## src/rtl/multi_timer.sv

```systemverilog
`default_nettype none
// +--------------------------------------------------------------------------+
// | Module     : multi_timer                                                 |
// | Description: NUM_CH up-counting timers (one-shot/periodic) behind a      |
// |              cs_/as_ slave port; optional prescaler TIMER_PRESCALER_EN.  |
// | Revision   : 1.0                                                         |
// +--------------------------------------------------------------------------+
module multi_timer #(
  parameter int NUM_CH = 4,
  parameter int CNT_W  = 32
) (
  input  logic              clk,
  input  logic              reset,
  input  logic              cs_,
  input  logic              as_,
  input  logic              rw,
  input  logic [3:0]        addr,
  input  logic [31:0]       wr_data,
  output logic [31:0]       rd_data,
  output logic              rdy_,
  output logic [NUM_CH-1:0] irq_vec,
  output logic              irq
);

  localparam logic [1:0] c_REG_CTRL = 2'd0;
  localparam logic [1:0] c_REG_STAT = 2'd1;
  localparam logic [1:0] c_REG_EXPR = 2'd2;
  localparam logic [1:0] c_REG_CNT  = 2'd3;

  logic              w_acc;
  logic [1:0]        w_ch;
  logic [1:0]        w_reg;
  logic [3:0][31:0]  w_rd_ch;
  logic [NUM_CH-1:0] w_irq_next;
  logic [31:0]       r_rd_data;
  logic              r_rdy_n;
  logic [NUM_CH-1:0] r_irq_vec;
  logic              w_unused_bits;

  assign w_acc         = !cs_ && !as_;
  assign w_ch          = addr[3:2];
  assign w_reg         = addr[1:0];
  assign w_unused_bits = ^wr_data;

  // Four address slots always exist; slots beyond NUM_CH read as zero.
  for (genvar gi = 0; gi < 4; gi++) begin : g_ch
    if (gi < NUM_CH) begin : g_active
      logic             r_start, r_mode, r_irq_en, r_stat;
      logic [CNT_W-1:0] r_expr, r_counter;
      logic             w_wr, w_wr_ctrl, w_wr_stat, w_wr_expr, w_wr_cnt;
      logic             w_tick, w_expire;
      logic             w_start_next, w_stat_next, w_irq_en_next;
      logic [CNT_W-1:0] w_counter_next;
      logic [7:0]       w_presc_rd;

      assign w_wr      = w_acc && !rw && (w_ch == 2'(gi));
      assign w_wr_ctrl = w_wr && (w_reg == c_REG_CTRL);
      assign w_wr_stat = w_wr && (w_reg == c_REG_STAT);
      assign w_wr_expr = w_wr && (w_reg == c_REG_EXPR);
      assign w_wr_cnt  = w_wr && (w_reg == c_REG_CNT);

`ifdef TIMER_PRESCALER_EN
      logic [7:0] r_presc, r_pc;

      assign w_tick     = r_start && (r_pc == r_presc);
      assign w_presc_rd = r_presc;

      always_ff @(posedge clk) begin
        if (reset) begin
          r_presc <= 8'd0;
          r_pc    <= 8'd0;
        end else begin
          if (w_wr_ctrl) r_presc <= wr_data[15:8];
          if (!r_start || w_wr_cnt || w_tick) r_pc <= 8'd0;
          else                                r_pc <= r_pc + 8'd1;
        end
      end
`else
      assign w_tick     = 1'b1;
      assign w_presc_rd = 8'd0;
`endif

      assign w_expire = r_start && w_tick && (r_counter == r_expr);

      always_comb begin
        w_counter_next = r_counter;
        w_start_next   = r_start;
        w_stat_next    = r_stat;
        w_irq_en_next  = r_irq_en;
        if (w_wr_cnt)                 w_counter_next = wr_data[CNT_W-1:0];
        else if (w_expire)            w_counter_next = '0;
        else if (r_start && w_tick)   w_counter_next = r_counter + CNT_W'(1);
        if (w_wr_ctrl)                w_start_next   = wr_data[0];
        else if (w_expire && !r_mode) w_start_next   = 1'b0;
        // Expire beats a simultaneous software clear so no event is lost.
        if (w_expire)                 w_stat_next    = 1'b1;
        else if (w_wr_stat)           w_stat_next    = wr_data[0];
        if (w_wr_ctrl)                w_irq_en_next  = wr_data[2];
      end

      always_ff @(posedge clk) begin
        if (reset) begin
          r_start   <= 1'b0;
          r_mode    <= 1'b0;
          r_irq_en  <= 1'b0;
          r_stat    <= 1'b0;
          r_expr    <= '0;
          r_counter <= '0;
        end else begin
          r_start   <= w_start_next;
          r_irq_en  <= w_irq_en_next;
          r_stat    <= w_stat_next;
          r_counter <= w_counter_next;
          if (w_wr_ctrl) r_mode <= wr_data[1];
          if (w_wr_expr) r_expr <= wr_data[CNT_W-1:0];
        end
      end

      assign w_irq_next[gi] = w_stat_next && w_irq_en_next;
      assign w_rd_ch[gi] =
          (w_reg == c_REG_CTRL) ? {16'd0, w_presc_rd, 5'd0, r_irq_en, r_mode, r_start} :
          (w_reg == c_REG_STAT) ? {31'd0, r_stat} :
          (w_reg == c_REG_EXPR) ? 32'(r_expr) : 32'(r_counter);
    end else begin : g_absent
      assign w_rd_ch[gi] = 32'd0;
    end
  end

  always_ff @(posedge clk) begin
    if (reset) begin
      r_rd_data <= 32'd0;
      r_rdy_n   <= 1'b1;
      r_irq_vec <= '0;
    end else begin
      r_rdy_n   <= !w_acc;
      r_rd_data <= (w_acc && rw) ? w_rd_ch[w_ch] : 32'd0;
      r_irq_vec <= w_irq_next;
    end
  end

  assign rd_data = r_rd_data;
  assign rdy_    = r_rdy_n;
  assign irq_vec = r_irq_vec;
  assign irq     = |r_irq_vec;

endmodule
`default_nettype wire

```

## config.mk

```make
export PLATFORM = sky130hd
export DESIGN_NAME = multi_timer
export DESIGN_NICKNAME = d
export VERILOG_FILES = /design/src/rtl/multi_timer.sv
export SDC_FILE = /design/constraint.sdc
export NUM_CORES = 1
export LEC_CHECK = 0
export ABC_AREA = 0
export CAP_MARGIN = 20
export CORE_MARGIN = 8
export CORE_UTILIZATION = 61
export DETAILED_ROUTE_END_ITERATION = 10
export PLACE_DENSITY = 0.78
export REMOVE_ABC_BUFFERS = 1
export SYNTH_ARGS = -nofsm -noshare
export SYNTH_HDL_FRONTEND = slang
export SYNTH_SLANG_ARGS = --single-unit
```

## constraint.sdc

```tcl
create_clock -name clk -period 2.95 [get_ports clk]
set_clock_uncertainty 0.2 [all_clocks]
set_input_delay 0.7375 -clock clk [delete_from_list [all_inputs] [get_ports clk]]
set_output_delay 0.7375 -clock clk [all_outputs]
set_load 0.03 [all_outputs]
```

==> results of run 1 <==
-- cell type report --
cell class / count / area, µm² / share of cell area, %
Timing Repair Buffer: 232 / 2270 / 11.3
Multi-Input combinational cell: 1588 / 9900 / 49.3
Clock buffer: 48 / 996 / 4.96
Inverter: 27 / 101 / 0.505
Clock inverter: 15 / 151 / 0.754
Tap cell: 378 / 473 / 2.36
Sequential cell: 309 / 6190 / 30.8
-- stage by stage --
step	instance area (µm²)	util (%)
detailed placement	18900	68.7
CTS	20100	72.9
global placement	18900	68.7
global route	20100	72.9
finish	20100	72.9
floorplan	16200	-
-- registers in the layout (all words and copies together), names as in the netlist --
signal / flops
g_ch.g_active.r_counter: 128
g_ch.g_active.r_expr: 128
g_ch.g_active.r_irq_en: 4
g_ch.g_active.r_mode: 4
g_ch.g_active.r_start: 4
g_ch.g_active.r_stat: 4
irq_vec: 4
rd_data: 32
rdy_: 1
-- worst register-to-register path, delay by kind of cell, from the launching register on --
family	cells	cell delay, ns
simple gates	4	0.81
flops	1	0.34
xor+xnor	1	0.51
compound gates	1	0.10
buf+inv	3	0.60
-- cell usage in the layout, fill, tap and decap left out, drive strengths merged, types with 28 or more instances in the layout --
| cell type | n |
|---|---|
| xnor2 | 170 |
| nand4 | 76 |
| o21ai | 64 |
| nand3 | 73 |
| nand2 | 392 |
| xor2 | 65 |
| buf | 157 |
| and3 | 33 |
| a21oi | 209 |
| nor2 | 134 |
| mux2i | 69 |
| dfxtp | 309 |
| clkdlybuf4s50 | 74 |
| inv | 28 |
| nor3 | 35 |
| clkbuf | 48 |
| o22ai | 61 |
| mux4 | 34 |
-- cell families after synthesis --
logic type / share of synthesized area (%)
simple gates: 23.5
compound gates: 13.4
flops: 36.6
xor+xnor: 12.2
buf+inv: 4.99
mux: 9.14
fa+ha+maj: 0.296
-- synth_stat cells (all sizes together), types with 3 or more instances --
cell type,number,share of area [%]
nor3,35,1.1
xnor2,170,8.8
a211oi,24,1.1
nor4b,6,0.31
nand4,76,2.8
inv,26,0.58
mux2,8,0.53
clkbuf,120,2.7
a221oi,4,0.21
o211ai,3,0.13
a21oi,209,6.2
or3,3,0.11
xor2,65,3.4
nor2b,5,0.18
buf,51,1.7
a22oi,4,0.18
o32ai,6,0.31
mux2i,69,4.1
nand2b,5,0.18
a31oi,5,0.18
nand3,73,2.2
and4b,3,0.18
nand2,392,8.7
o21bai,3,0.13
and2,12,0.44
mux4,34,4.5
o22ai,61,2.3
o31a,4,0.21
nor3b,18,0.80
nand4b,3,0.16
ha,4,0.30
nand3b,5,0.22
nor4,24,1.2
and3,33,1.2
o21ai,64,1.9
dfxtp,309,37
nor2,134,3.0
and4,9,0.47
-- routing by layer --
layer | vias to the layer above | track usage [%] | part of all wire (%)
li1 | 7512 | - | -
met1 | 8068 | 44.5 | 37
met2 | 993 | 60.2 | 47
met3 | 219 | 6.18 | 9.4
met4 | 0 | 21.2 | 6.2
met5 | - | 0 | 0
-- path summary, 6_finish.rpt --
path | endpoint | slack, ns | cells past startpoint
max reg2reg | g_ch[2].g_active.r_counter[30] | 0.25 | 9
min | g_ch[1].g_active.r_expr[23] | 0.28 | 2
min reg2reg | g_ch[1].g_active.r_expr[23] | 0.28 | 2
max | g_ch[0].g_active.r_counter[11] | 0.23 | 9
-- power by group through the flow --
stage | Combinational (mW) | Sequential, mW | Clock (mW)
finish | 0.663 | 4.24 | 4.41
floorplan | 0.201 | 4.32 | 0
global route | 0.684 | 4.24 | 4.61
CTS | 0.640 | 4.24 | 4.42
global placement | 0.630 | 4.33 | 0
detailed placement | 0.636 | 4.33 | 0
==> impl.org, run 1 <==
** Yosys
- The mapped netlist covers 16900 µm².
- In this run, distinct cell masters in the synthesized netlist total 60.
- Averaged over all synthesized cells, the footprint is 8.07 µm².
- For this run, asynchronously set or reset flops after synthesis account for 0%.
- Seq cells post-synth :: 309
- Synthesis handed over a netlist of 2095 instances.
- Fraction of the yosys area taken by sequential cells :: 36.6%
- Number of synthesized flops with an enable pin :: 0
- For this run, the number of Yosys warnings is 0.
- Dominant synthesized flop cell :: sky130_fd_sc_hd__dfxtp_1

** Finish
- In the final layout, the share of cells above drive strength 1 is 12.3%.
- The filler cells instantiated in the layout total 2215.
- Final standard cell count with taps included and fillers excluded :: 2597
- Antenna diode count :: 0
- Area added between synthesis and finish :: 18.7%
- Final net count :: 2238

** Job
- Number of max-capacitance violations reported :: 0

** Clock network
- TritonCTS clock tree :: done
- CTS sink count :: 309
- At the later pin of the worst-skew pair, clock insertion delay measures 0.54 ns.
- Clock H-tree levels :: 2
- Hold buffer count at cts :: 0
- Counting along the longest clock path gives a buffer depth of 3.
- TritonCTS buffer count :: 35
- Post-CTS Setup Bufs :: 0
- Clock Pin Slew Worst Setup and Hold Paths :: 0.06 ns
- Post-cts gate resize count :: 0
- Clock tree root buffer cell :: sky130_fd_sc_hd__clkbuf_16

** Critical path
- Cell with the largest stage delay on the worst path :: sky130_fd_sc_hd__nor4_4
- The critical path is of the input port to flip-flop type.
- STA classifies the critical path startpoint as an input port.
- Type of element capturing the critical path :: flip-flop
- Delay contributed by the slowest stage of the critical path :: 0.44 ns
- Arrival time at the worst endpoint :: 2.94 ns
- The startpoint identified for the worst register-to-register timing path is g_ch[2].g_active.r_expr[5].
- Most Frequent Cell on Critical Path :: sky130_fd_sc_hd__buf_4
- Of all nets on the critical path, the largest fanout is 5.
- Traced cell by cell, the critical path runs through clkdlybuf4s50_1 > buf_4 > nor4_4 > buf_4 > and2_0 > o21ai_1 > nor3_1 > xnor2_1 > o21ai_0.
- In this design, the largest share of critical-path delay is due to simple AND/OR/NAND/NOR gates.
- STA puts the critical path data required time at 3.16 ns.
- The critical path contains buffers and inverters numbering 3 combined.
- In this run the worst setup path begins at as_.

** Placed design
- Placed wire-length estimate :: 45.3 mm
- The number of placed instances, taps included, is 2534.
- Number of buffers added on ports :: 78
- Routability congestion estimate from global placement :: 1.04
- Worst slack at placement :: -0.229 ns

** Power and ir drop
- Summed over all cells, the static leakage comes to 6.80 nW.
- Switching Power :: 2.31 mW
- Fraction of power consumed by sequential logic :: 45.5%
- Share of power burned in the clock network :: 47.4%
- Internal :: 7.01 mW
- VDD sags by at most 478 µV.
- Dividing total power by cell area gives a power density of 464 nW/µm².
- The design draws 9.31 mW.
- Net switching is 24.8% of the power.
- Of the total power, combinational logic draws 7.1%.

** Timing
- Worst Setup Slack, final :: 0.227 ns
- Sum of negative setup slack :: 0 ns
- The routed design could run at a clock period as short as 2.72 ns.
- Fraction of the cycle the final worst path needs :: 92.3%
- At the pin with the least slew margin, the transition time is 0.721 ns.
- Total setup violations reported at the end of the flow :: 0
- Setup repair after global routing left no endpoint under its margin.
- The number of endpoints with negative hold slack in the final report was 0.
- Hold_ws :: 0.284 ns
- In this run the tightest slew margin relative to its limit is 51.8%.
- Fmax achieved :: 367 MHz
- The max-slew violation total from the final report was 0.

** Status
- Outcome :: finished clean

** Die
- After floorplanning, the core was divided into 61 placement rows.
- The die is 183 µm wide.
- For this configuration, the core starts out at a cell density of 61.4%.
- The die is 183 µm tall.
- Area of the die :: 33300 µm²
- Area of the placeable core :: 27600 µm²
- Num ports :: 79

** Global routing
- Global routing finished with a remaining overflow of 0.
- Combined global-route utilization of all metal layers :: 36.5%
- First-pass GRT wire length :: 94.4 mm
- Largest net degree at the start of global routing :: 46
- Vias in the first global route :: 15900
- Antenna violations before repair :: 0

** Hold path
- HP Class :: flip-flop to flip-flop
- Hold Crit Start :: g_ch[1].g_active.r_expr[23]

** Routing
- The final route contains 16800 vias.
- The first detailed-routing pass ran for 5 iterations.
- Vias per cell :: 6.47
- Total routed wirelength :: 62.2 mm
- ANT nets after route :: 0
- Wirelength per Cell :: 23.9 µm
- Drt first-iter violations :: 2025
- Final routed DRC violation total :: 0
Note: power is estimated with default switching activity, not from simulation.
==> run 2: changes to the inputs <==
--- a/config.mk
+++ b/config.mk
@@ -7,10 +7,10 @@
 export LEC_CHECK = 0
 export ABC_AREA = 0
 export CAP_MARGIN = 20
-export CORE_MARGIN = 8
+export CORE_MARGIN = 2
 export CORE_UTILIZATION = 61
 export DETAILED_ROUTE_END_ITERATION = 10
-export PLACE_DENSITY = 0.78
+export PLACE_DENSITY = 0.8
 export REMOVE_ABC_BUFFERS = 1
 export SYNTH_ARGS = -nofsm -noshare
 export SYNTH_HDL_FRONTEND = slang
==> impl.org, run 2 (synthesis gave the netlist of run 1 again) <==
** Die
- In this run the standard cell core region covers 27100 µm².
- The floorplan step defined a die boundary enclosing 29100 µm².
- Num ports :: 79
- The floorplan has 60 rows.
- Horizontal die dimension :: 171 µm
- For this configuration, the core starts out at a cell density of 62.4%.
- In this run the vertical extent of the chip is 171 µm.

** Clock network
- Clock Pin Slew Worst Setup and Hold Paths :: 0.06 ns
- The H-tree generated during clock tree synthesis spans 2 levels.
- TritonCTS created 36 clock buffers.
- CTS sink count :: 309
- Once the clock tree was built, the setup fixing pass inserted 0 buffers.
- No sink is reached through more buffers than the 3 on the longest clock path.
- TritonCTS built the clock tree.
- Hold buffer count at cts :: 0
- Clock latency on the worst-skew pair :: 0.53 ns
- The cell sitting at the root of the clock tree is a sky130_fd_sc_hd__clkbuf_16.

** Placed design
- Number of buffers added on ports :: 78
- Routability congestion estimate from global placement :: 1.03
- Post-Place Cells :: 2519
- In this run the cell area measured after placement is 18800 µm².
- Summed over all nets, the half-perimeter wirelength after detailed placement is 45.5 mm.

** Finish
- Area of all placed cells without fillers :: 20000 µm²
- In the final design database the tool counted 2230 nets.
- Final standard cell count with taps included and fillers excluded :: 2580
- The repair_antennas step left the layout with diodes totalling 0.
- Leaving out fill and tap cells, the most frequent cells in the layout are 392 x sky130_fd_sc_hd__nand2_1, 309 x sky130_fd_sc_hd__dfxtp_1, 209 x sky130_fd_sc_hd__a21oi_1.
- Area added between synthesis and finish :: 18.3%
- The library cell used most frequently in the layout, excluding fill and tap cells, is sky130_fd_sc_hd__nand2_1.
- Share of final-layout standard cells stronger than drive strength 1 :: 12.0%

** Routing
- Drt first-iter violations :: 2157
- Total routed wirelength :: 61.9 mm
- Vias per cell :: 6.48
- Number of detailed-routing iterations run before antenna repair :: 6
- After detailed routing, the average wire length per cell comes to 24.0 µm.
- Final routed DRC violation total :: 0
- Once detail routing completed, the nets flagged for antenna violations numbered 0.
- Detailed routing inserted a total of 16700 vias.

** Power and ir drop
- VDD sags by at most 466 µV.
- Static Leakage :: 6.74 nW
- Pwr/cell area :: 475 nW/µm²

** Global routing
- First-pass GRT wire length :: 93.5 mm
- Largest net degree at the start of global routing :: 64
- Vias in the first global route :: 15800
- Combined global-route utilization of all metal layers :: 42.5%
- For this run the aggregate overflow at the end of global routing stands at 0.
- Antenna violations before repair :: 0

** Critical path
- At the worst endpoint, the required time is 3.18 ns.
- Together, buffers and inverters on the worst path number 6.
- In this design, the critical path's most frequently occurring cell is sky130_fd_sc_hd__buf_4.
- The worst register-to-register path begins at g_ch[2].g_active.r_counter[5].
- By startpoint and endpoint, the worst setup path is classified as input port to flip-flop.
- Setup slack on the worst reg-to-reg path comes out at 0.33 ns.
- The worst setup path is captured at a flip-flop.
- In this run the worst setup path begins at addr[2].
- The cell family contributing the most delay on the critical path is buffers and inverters.
- Arrival time at the worst endpoint :: 2.99 ns
- Kind of start point of the critical path :: input port
- Delay contributed by the slowest stage of the critical path :: 0.42 ns
- Of all nets on the critical path, the largest fanout is 13.
- Walking the worst path, the cells encountered are clkdlybuf4s50_1 > buf_4 > buf_4 > nor4_4 > buf_4 > nand4_1 > buf_4 > buf_4 > nand2_1 > o221ai_1 > nor4_1.
- The largest individual stage delay along the critical path comes from the cell sky130_fd_sc_hd__clkdlybuf4s50_1.

** Timing
- The number of endpoints with negative hold slack in the final report was 0.
- The clock period could shrink to 2.75 ns.
- Slew margin rel. :: 53.2%
- The max-slew violation total from the final report was 0.
- Setup repair after global routing left no endpoint under its margin.
- The final critical path takes up 93.4% of the cycle.
- Total setup violations reported at the end of the flow :: 0
- At the pin with the least slew margin, the transition time is 0.700 ns.
- Fmax achieved :: 363 MHz

** Status
- The flow ran to the end, and the final reports show no timing, DRC or antenna violations.

** Job
- Max-cap violations in this run came to 0.

** Hold path
- The worst hold path belongs to the class flip-flop to flip-flop.
- The worst hold path begins at g_ch[2].g_active.r_expr[27].
[run 2: cell types whose count changed in the layout (fill, tap and decap cells not counted), moves of 2 or more]
| cell | delta |
|---|---|
| sky130_fd_sc_hd__buf_12 | -5 |
| sky130_fd_sc_hd__buf_4 | -4 |
| sky130_fd_sc_hd__clkbuf_1 | -4 |
| sky130_fd_sc_hd__clkbuf_8 | +3 |
| sky130_fd_sc_hd__clkinv_2 | -5 |
| sky130_fd_sc_hd__clkinvlp_4 | +2 |
[run 2: path summary, 6_finish.rpt]
| kind | to | depth (start not counted) |
|---|---|---|
| setup / recovery | g_ch[2].g_active.r_counter[18] | 11 |
| hold / removal | g_ch[2].g_active.r_expr[27] | 2 |
| setup reg to reg | g_ch[2].g_active.r_counter[24] | 9 |
| hold reg to reg | g_ch[2].g_active.r_expr[27] | 2 |
[run 2: worst min-delay path, cell delays in order, from the launching register on]
cell and delay, ns:
sky130_fd_sc_hd__dfxtp_1 0.32, sky130_fd_sc_hd__nand2_1 0.06, sky130_fd_sc_hd__a21oi_1 0.05
[run 2: power breakdown]
group	switching, mW	leakage [nW]	total [mW]	internal (mW)
Combinational	0.414	3.67	0.652	0.238
Clock	1.84	0.582	4.61	2.76
Sequential	0.0430	2.49	4.24	4.20
Total	2.30	6.74	9.50	7.20
[run 2: final cells by class]
cell class / instances / area [µm²]
inverter: 27 / 101
fill: 2113 / 7090
clock buffer: 48 / 1050
sequential: 309 / 6190
tap: 372 / 465
clock inverter: 13 / 164
multi-input combinational: 1588 / 9900
timing repair buffer: 223 / 2140
[run 2: routing by layer]
metal / share of wire, % / GRT usage, %
met5: 0 / 0
met4: 7.3 / 26.6
met3: 9.8 / 7.86
met2: 46 / 69.1
met1: 37 / 52.4
[run 2: metrics by stage]
| step | total power, mW | setup TNS (ns) | setup slack [ns] | hold slack (ns) | util (%) |
|---|---|---|---|---|---|
| floorplan | 4.53 | -26.71 | -0.647 | 0.240 | - |
| global placement | 4.95 | -12.32 | -0.225 | 0.266 | 69.3 |
| detailed placement | 4.96 | -18.22 | -0.226 | 0.273 | 69.3 |
| CTS | 9.47 | 0 | 0.0316 | 0.281 | 73.8 |
| global route | 9.69 | 0 | 0.106 | 0.304 | 73.8 |
| finish | 9.50 | 0 | 0.195 | 0.282 | 73.8 |
[run 2: timing repair]
item	CTS	global route
setup endpoints to repair	0	1
hold endpoints to repair	0	0
resized for setup	0	1
==> run 3: changes to the inputs <==
--- a/config.mk
+++ b/config.mk
@@ -10,7 +10,7 @@
 export CORE_MARGIN = 2
 export CORE_UTILIZATION = 61
 export DETAILED_ROUTE_END_ITERATION = 10
-export PLACE_DENSITY = 0.8
+export PLACE_DENSITY = 0.91
 export REMOVE_ABC_BUFFERS = 1
 export SYNTH_ARGS = -nofsm -noshare
 export SYNTH_HDL_FRONTEND = slang
==> impl.org, run 3 (synthesis gave the netlist of run 1 again) <==
** Hold path
- In this run the most critical hold path is launched from g_ch[0].g_active.r_expr[22].
- The tightest min-delay check is of the flip-flop to flip-flop type.

** Power and ir drop
- Power spread over the standard cell area amounts to 472 nW/µm².
- Design Power :: 9.46 mW
- IR analysis of the VDD net gives a maximum drop of 459 µV.
- Static Leakage :: 6.77 nW

** Critical path
- The most critical setup path has its startpoint at irq_vec[1].
- Kind of start point of the critical path :: flip-flop
- Cell breakdown of the critical path :: or4_1 > clkdlybuf4s50_1
- The largest single stage delay on the critical path is 0.60 ns.
- Cell with the largest stage delay on the worst path :: sky130_fd_sc_hd__clkdlybuf4s50_1
- Internal reg-to-reg setup slack :: 0.29 ns
- The startpoint identified for the worst register-to-register timing path is g_ch[0].g_active.r_counter[20].
- Top fanout value on the critical path :: 2
- STA classifies the critical path endpoint as a primary output.
- Worst Path Required :: 2.01 ns
- Data on the critical path arrives at its endpoint at 1.95 ns.
- Crit Path Class :: flip-flop to primary output

** Timing
- The number of endpoints with negative hold slack in the final report came to 0.
- Setup violations remaining at the end of the flow were counted as 0.
- Fraction of the cycle the final worst path needs :: 98.0%
- Shortest period the worst path allows :: 2.89 ns
- In this run the tightest slew margin relative to its limit is 41.7%.
- Once routing completed, OpenROAD measured the worst setup slack at 0.0585 ns.
- For the pin with the worst max-slew slack, the measured transition is 0.871 ns.
- Adding up every negative setup slack in the final design gives 0 ns.
- The max-slew violation total from the final report is 0.
- Fmax achieved :: 346 MHz
- Setup repair after global routing left no endpoint under its margin.

** Routing
- Dividing the detail-routed wire length by the instance count gives 24.4 µm.
- For this run, design rule violations remaining after detail routing come to 0.
- Using the TritonRoute via totals, the vias-per-cell ratio works out to 6.56.
- ANT nets after route :: 0
- The detailed router finished its first iteration with 2416 violations.
- Vias :: 17000
- For this run, the detailed router's first-pass iteration total came to 6.
- Total routed wirelength :: 63.2 mm

** Die
- The initial utilization of the core area, before any placement, comes to 62.4%.
- The floorplan step defined a die boundary enclosing 29100 µm².
- Area of the placeable core :: 27100 µm²
- After floorplanning, the core was divided into 60 placement rows.
- Pin placement for this block handled 79 I/O pins.
- Die Height :: 171 µm
- Horizontal die dimension :: 171 µm

** Finish
- Final design utilization :: 73.9%
- The post-route netlist has 12.2% of its cells at a drive strength greater than 1.
- Top library cells by usage in the layout, fill and taps aside :: 392 x sky130_fd_sc_hd__nand2_1, 309 x sky130_fd_sc_hd__dfxtp_1, 209 x sky130_fd_sc_hd__a21oi_1
- For this run, the post-layout net count is 2236.
- Leaving out fill and tap cells, the most frequent cell in the layout is sky130_fd_sc_hd__nand2_1.
- Area of all placed cells without fillers :: 20000 µm²
- Antenna diode count :: 0
- The area growth from synthesis to layout is 18.4%.

** Placed design
- Once detailed placement completed, the half-perimeter wirelength came to 46.3 mm.
- DP Area :: 18800 µm²
- Worst slack at placement :: -0.312 ns
- Routability congestion estimate from global placement :: 0.999
- Number of buffers added on ports :: 78

** Global routing
- Leftover overflow at the end of global routing :: 0
- The first global-routing pass estimated 95.2 mm of wire.
- Vias in the first global route :: 16400
- Antenna violations before repair :: 0
- Combined global-route utilization of all metal layers :: 43.1%
- Entering global routing, the biggest net connects 48 pins.

** Clock network
- Clock H-tree levels :: 2
- The tree is rooted in a sky130_fd_sc_hd__clkbuf_16.
- In this run, post-CTS repair resized a total of 0 instances.
- After clock tree synthesis, the clock-pin slew on the worst setup and hold paths is 0.06 ns.
- Clock latency on the worst-skew pair, taken at its later pin, is 0.53 ns.
- TritonCTS buffer count :: 35
- TritonCTS clock tree :: done
- CTS sink count :: 309
- Post-CTS Setup Bufs :: 0
- Buffers from clock root to sink, at most :: 3
- Hold buffer count at cts :: 0

** Job
- Number of max-capacitance violations reported :: 0

** Status
- The flow ran to the end, and the final reports show no timing, DRC or antenna violations.
-- run 3: routing by layer --
metal / GRT usage, % / share of wire [%] / routed length [µm] / up-vias
met5: 0 / 0 / 0 / -
met4: 27.8 / 7.6 / 4820 / 0
met3: 8.56 / 11 / 6800 / 296
met2: 70.5 / 46 / 29000 / 1186
met1: 51.9 / 36 / 22500 / 8000
li1: - / - / - / 7507
-- run 3: critical path: cells and delay by family, from the launching register on --
kind | cells | cell delay (ns)
buffers and inverters | 1 | 0.60
AND/OR/NAND/NOR | 1 | 0.51
flip-flops | 1 | 0.32
-- run 3: path summary, 6_finish.rpt --
check                           depth (start not counted)                        endpoint
worst max-delay path                                    2                             irq
worst min-delay path                                    2     g_ch[0].g_active.r_expr[22]
worst max register to register                          6  g_ch[0].g_active.r_counter[31]
worst min register to register                          2     g_ch[0].g_active.r_expr[22]
-- run 3: cell type report --
| class | count | area (µm²) |
|---|---|---|
| inverters | 27 | 101 |
| well taps | 372 | 465 |
| flip-flops and latches | 309 | 6190 |
| clock inverters | 12 | 156 |
| repair buffers | 230 | 2180 |
| clock buffers | 50 | 1040 |
| fillers | 2001 | 7070 |
| multi-input cells | 1588 | 9900 |
-- run 3: per-stage QoR --
step                hold slack, ns  instances
CTS                          0.280       2588
global route                 0.303       2588
finish                       0.281       2588
detailed placement           0.271       2526
floorplan                    0.240       1924
global placement             0.259       2526
-- run 3: report_power, final --
part / total (mW) / switching, mW / internal [mW]
Clock: 4.56 / 1.82 / 2.74
Combinational: 0.658 / 0.420 / 0.238
Sequential: 4.25 / 0.0455 / 4.20
